$ cat src/rtl/e_stage_operand_reg.sv
// D->E pipeline register for the 5-stage MIPS core with the E-stage operand
// forwarding muxes for rs/rt, bubble insertion on stall and a bubble counter.
module e_stage_operand_reg #(
  parameter int          W     = 32,
  parameter logic [31:0] NOP   = 32'h0,
  parameter int          CNT_W = 32
) (
  input  logic             clk,
  input  logic             reset_n,
  input  logic             freeze,
  input  logic             stall,
  input  logic [31:0]      instrD,
  input  logic [W-1:0]     pc8D,
  input  logic [W-1:0]     rs_dataD,
  input  logic [W-1:0]     rt_dataD,
  input  logic [W-1:0]     extimmD,
  input  logic             alu_srcE,
  input  logic [1:0]       bypass_rs_alu,
  input  logic [1:0]       bypass_rt_alu,
  input  logic [W-1:0]     resultM,
  input  logic [W-1:0]     resultW,
  output logic [31:0]      instrE,
  output logic             validE,
  output logic [W-1:0]     pc8E,
  output logic [W-1:0]     extimmE,
  output logic [W-1:0]     alu_a,
  output logic [W-1:0]     alu_b,
  output logic [W-1:0]     store_dataE,
  output logic [CNT_W-1:0] bubble_cnt
);

  logic [31:0]      r_instr;
  logic             r_valid;
  logic [W-1:0]     r_pc8;
  logic [W-1:0]     r_rs;
  logic [W-1:0]     r_rt;
  logic [W-1:0]     r_imm;
  logic [CNT_W-1:0] r_bubble_cnt;
  logic [W-1:0]     w_fwd_rs;
  logic [W-1:0]     w_fwd_rt;

  // Freeze outranks stall so a bubble is never counted while E is held.
  always_ff @(posedge clk or negedge reset_n) begin
    if (!reset_n) begin
      r_instr      <= NOP;
      r_valid      <= 1'b0;
      r_pc8        <= '0;
      r_rs         <= '0;
      r_rt         <= '0;
      r_imm        <= '0;
      r_bubble_cnt <= '0;
    end else if (!freeze) begin
      if (stall) begin
        r_instr <= NOP;
        r_valid <= 1'b0;
        r_pc8   <= '0;
        r_rs    <= '0;
        r_rt    <= '0;
        r_imm   <= '0;
        if (r_bubble_cnt != {CNT_W{1'b1}})
          r_bubble_cnt <= r_bubble_cnt + 1'b1;
      end else begin
        r_instr <= instrD;
        r_valid <= 1'b1;
        r_pc8   <= pc8D;
        r_rs    <= rs_dataD;
        r_rt    <= rt_dataD;
        r_imm   <= extimmD;
      end
    end
  end

  // Select 3 is reserved and falls back to the latched operand.
  always_comb begin
    w_fwd_rs = r_rs;
    w_fwd_rt = r_rt;
    case (bypass_rs_alu)
      2'd1:    w_fwd_rs = resultM;
      2'd2:    w_fwd_rs = resultW;
      default: w_fwd_rs = r_rs;
    endcase
    case (bypass_rt_alu)
      2'd1:    w_fwd_rt = resultM;
      2'd2:    w_fwd_rt = resultW;
      default: w_fwd_rt = r_rt;
    endcase
  end

  assign instrE      = r_instr;
  assign validE      = r_valid;
  assign pc8E        = r_pc8;
  assign extimmE     = r_imm;
  assign alu_a       = w_fwd_rs;
  assign alu_b       = alu_srcE ? r_imm : w_fwd_rt;
  assign store_dataE = w_fwd_rt;
  assign bubble_cnt  = r_bubble_cnt;

endmodule

$ cat config.mk
export PLATFORM = sky130hd
export DESIGN_NAME = e_stage_operand_reg
export DESIGN_NICKNAME = d
export VERILOG_FILES = /design/src/rtl/e_stage_operand_reg.sv
export SDC_FILE = /design/constraint.sdc
export NUM_CORES = 1
export LEC_CHECK = 0
export CORE_ASPECT_RATIO = 0.8
export CORE_UTILIZATION = 30
export DETAILED_ROUTE_END_ITERATION = 12
export MAX_ROUTING_LAYER = met4
export SLEW_MARGIN = 20
export SYNTH_ARGS = -nofsm -noshare
export SYNTH_HDL_FRONTEND = slang
export SYNTH_SLANG_ARGS = --single-unit
$ cat constraint.sdc
create_clock -name clk -period 5.5 [get_ports clk]
set_input_delay 1.1 -clock clk [delete_from_list [all_inputs] [get_ports clk]]
set_output_delay 1.1 -clock clk [all_outputs]
set_load 0.1 [all_outputs]
### Yosys cells after proc, flatten, opt, wreduce, memory -nomap -nowiden

Cells that the tools add are included.

* logic and storage cells: 24
* bits of input ports: 233
* bits in registers: 193
* output and inout bits: 225

* add/sub/neg operators: 1
* eq/ne operators: 5
* bitwise gates (word level): 1
* mux-type cells: 9
* reductions and logical operators: 1

Operators by type and width (count)
* $mux 32: 6
* $pmux 32 s2: 2
* $add 32x1->32 const B: 1
* $ne 32x32->1 const B: 1
* $eq 2x1->1 const B: 2
* $eq 2x2->1 const B: 2
* $reduce_and 3->1: 1
* $mux 1: 1
* $not 1->1: 1

### Depth between registers and ports, before layout

* depth after elaboration: 3
* mapped depth: 7
* depth with buffers taken out: 6

### Worst setup path after synthesis

Ideal clock, no wire load.

* path type: input to output
* from: input port bypass_rt_alu[0]
* to: output port alu_b[16]
* cell stages on the path: 6
* data arrival time: 4.777 ns
* data required time: 4.400 ns
* path buffers: 2
* slack: -0.377 ns
* cell sequence: inv_1 > ha_1 > clkbuf_1 > clkbuf_1 > o21ai_0 > mux2_2

* word-level cells in the longest chain between the ends: 3
* elaborated cells on any way between the ends: 4
* classes of those cells: eq/ne: 2; mux: 2

RTL lines
* start: declaration: line 19 `input logic [1:0] bypass_rt_alu,`
* $eq 2x2->1 or $eq 2x1->1 (tied branches): line 82 `case (bypass_rt_alu)`
* $pmux 32 s2 (*): line 82
* named net store_dataE[16]: line 28 `output logic [W-1:0] store_dataE,`
* $mux 32 (*): line 94 `assign alu_b = alu_srcE ? r_imm : w_fwd_rt;`
* end: declaration: line 27 `output logic [W-1:0] alu_b,`

Mark *: on every way through the listed nets, which the timed path passes. The rest lies on a longest branch.

### Final worst setup path

* from: input port bypass_rt_alu[1]
* to: output port alu_b[28]

* word-level cells in the longest chain between the ends: 3
* elaborated cells on any way between the ends: 4
* classes of those cells: eq/ne: 2; mux: 2

RTL lines (line)
* $eq 2x2->1 or $eq 2x1->1 (tied branches): 82
* $pmux 32 s2 (*): 82
* $mux 32 (*): 94

Mark *: on every way between the ends. The rest lies on a longest branch, timed or not.

==> results.sh <==
export IMPL_run_status="completed"
export IMPL_cts_sinks=193
export IMPL_place_gp_congestion=0.930
export IMPL_period_share_pct=85.5
export IMPL_crit_fanout=25
export IMPL_period_needed_ns=4.70
export IMPL_holdBufCountCts=0
export IMPL_drc=0
export IMPL_rows=58
export IMPL_die_area_um2=33500
export IMPL_tritoncts="done"
export IMPL_initial_core_util_pct=30.9
export IMPL_ant_nets=0
export IMPL_cts_root_buffer="clkbuf_16"
export IMPL_rsz0062_at_grt="false"
export IMPL_rrSetupSlack_ns=3.08
export IMPL_vias_per_cell=4.89
export IMPL_core_area_um2=31800
export IMPL_fp_dieW_um=204
export IMPL_firstDrtPassIters=5
export IMPL_yosys_top_cells_area="dfrtp_1 (49%), o21ai_0 (11%), nand2b_1 (10%)"
export IMPL_finClkSkew_ns=0.00993
export IMPL_drt_iter0_markers=527
export IMPL_p_leak_uw=0.00661
export IMPL_power_density_nw_per_um2=324
export IMPL_setup_violations=0
export IMPL_synth_top_area_share_pct=49.2
export IMPL_die_h_um=164
export IMPL_peakVddDrop_mv=0.251
export IMPL_relSlewSlack_pct=27.7
export IMPL_synth_top_area_cell="dfrtp_1"
export IMPL_cp_required_ns=4.40
export IMPL_finalHoldViolCount=0
export IMPL_hpwlAfterDp_mm=31.7
export IMPL_cts_inserted_buffers=17
export IMPL_syn_area_um2=9820
export IMPL_drt_total_wl_mm=42.5
export IMPL_timing_rr_end="bubble_cnt[1]"
export IMPL_ys_seq_area_share_pct=49.2
export IMPL_grt_ovfl_total=0
export IMPL_syn_num_nets=1348
export IMPL_crit_type="in -> out"
export IMPL_timing_fmax_ghz=0.213
export IMPL_r2r_cells=5
export IMPL_cp_start_kind="input pin"
export IMPL_grt_pass1_vias=9669
export IMPL_post_cts_setup_buffers=0
export IMPL_final_cell_area_um2=16100
export IMPL_syn_area_per_cell_um2=8.84
export IMPL_hp_start="r_rs[25]"
export IMPL_worstReg2RegStart="bubble_cnt[16]"
export IMPL_slew_violations=0
export IMPL_fin_cells=1949
export IMPL_power_total_uw=5230
export IMPL_wl_per_cell_um=21.8
export IMPL_post_route_util_pct=50.7
export IMPL_fin_nets=1747
export IMPL_post_dp_cell_area_um2=15500
export IMPL_vias=9534
export IMPL_clock_path_buffers=2
export IMPL_yosys_cell_types_count=32
export IMPL_hp_class="reg -> reg"
export IMPL_area_delta_synth_final_pct=64.1
export IMPL_syn_inst=1110
export IMPL_grt_max_degree=222
export IMPL_drive_gt1_share_pct=11.8
export IMPL_grt_first_pass_wirelength_mm=62.6
export IMPL_cp_end_kind="output pin"
export IMPL_clk_latency_ns=0.44
export IMPL_synth_seq_cells=193
export IMPL_holdPathEnd="r_rs[25]"
export IMPL_cts_clk_slew_worst_paths_ns=0.08
export IMPL_maxCapViolations=0
export IMPL_yosys_warnings=0
export IMPL_cts_resized=0
export IMPL_cp_arrival_ns=3.60
export IMPL_hold_depth=2
export IMPL_hold_ws_ns=0.482
export IMPL_cts_htree_levels=4
export IMPL_io_pin_count=458
export IMPL_worst_pin_slew_ns=1.08
export IMPL_grt_usage_pct=26.3
export IMPL_dp_cells=1910
export IMPL_grt_antenna_before_repair=7
export IMPL_numPortBuffers=457
==> synth_stat cells <==
master and n:
a21o_1 1, a21oi_1 1, a22o_1 5, a22oi_1 64, and3_1 3, and3_2 1
buf_1 2, buf_2 1, buf_6 1, clkbuf_1 83, dfrtp_1 193, ha_1 5
inv_1 6, mux2_2 33, nand2_1 234, nand2b_1 157, nand3_1 13, nand4_1 13
nand4_4 1, nor2_1 14, nor2b_1 1, nor3_1 15, nor4_1 7, nor4b_1 1
nor4b_2 1, o21ai_0 220, or3_1 1, or4_1 1, or4_4 1, or4b_4 1
xnor2_1 13, xor2_1 17
==> registers in the layout, indices dropped and copies added, names as in the netlist <==
signal and count:
r_rs 32, bubble_cnt 32, pc8E 32, r_rt 32, validE 1, extimmE 32
instrE 32
==> worst max path at each step <==
| stage | startpoint | endpoint | cells past startpoint |
|---|---|---|---|
| 3_5_place_dp | bypass_rt_alu[1] | alu_b[28] | 7 |
| 4_1_cts | bypass_rt_alu[1] | alu_b[28] | 7 |
| 6_report | bypass_rt_alu[1] | alu_b[28] | 7 |
| 2_1_floorplan | bypass_rt_alu[0] | alu_b[16] | 6 |
| 3_3_place_gp | bypass_rt_alu[1] | alu_b[28] | 7 |
| 5_1_grt | bypass_rt_alu[1] | alu_b[28] | 7 |
==> through the flow <==
stage / setup TNS (ns) / setup slack, ns
finish: 0 / 0.798
floorplan: -10.14 / -0.377
global placement: 0 / 0.858
global route: 0 / 0.678
detailed placement: 0 / 0.811
CTS: 0 / 0.821
==> layer usage <==
layer	global-route usage [%]	vias to the layer above	wire length, um
met5	-	-	0
met4	8.65	0	1080
met3	7.58	43	3400
met2	44.0	384	21100
met1	30.1	4540	16900
li1	-	4567	-
==> area by class of cell <==
cell class                 count  area [um2]
clock inverter                12         139
fill                        2975       15700
timing repair buffer         467        5490
tap                          420         526
sequential                   193        4830
antenna                        8        20.0
clock buffer                  19         453
multi-input combinational    824        4630
inverter                       6        22.5
==> worst max-delay path, stage by stage <==
cell	delay (ns)
clkdlybuf4s50_1	0.52
ha_2	0.58
buf_4	0.28
a22oi_1	0.11
o21ai_0	0.52
mux2_2	0.31
buf_12	0.18
==> power breakdown <==
group	internal, uW	switching (uW)	leakage, uW
registers	1540	94.7	0.00251
clock network	670	633	0.000291
logic	681	1610	0.00381
total	2890	2340	0.00661
==> logic make-up after synthesis <==
kind of cell | share of synthesized area, %
compound gates | 16.7
xor+xnor | 2.68
fa+ha+maj | 0.637
flops | 49.2
simple gates | 23.4
buf+inv | 3.65
mux | 3.79
==> placed cells by master, fill, tap and decap left out, types with 5 or more instances in the layout <==
cell type / count
a22o_1: 5
a22oi_1: 64
buf_12: 86
buf_4: 21
clkbuf_16: 17
clkdlybuf4s50_1: 358
dfrtp_1: 193
diode_2: 8
inv_1: 6
mux2_2: 33
nand2_1: 234
nand2b_1: 157
nand3_1: 13
nand4_1: 13
nor2_1: 14
nor3_1: 15
nor4_1: 7
o21ai_0: 216
xnor2_1: 13
xor2_1: 17
(Power assumes the default switching activity.)
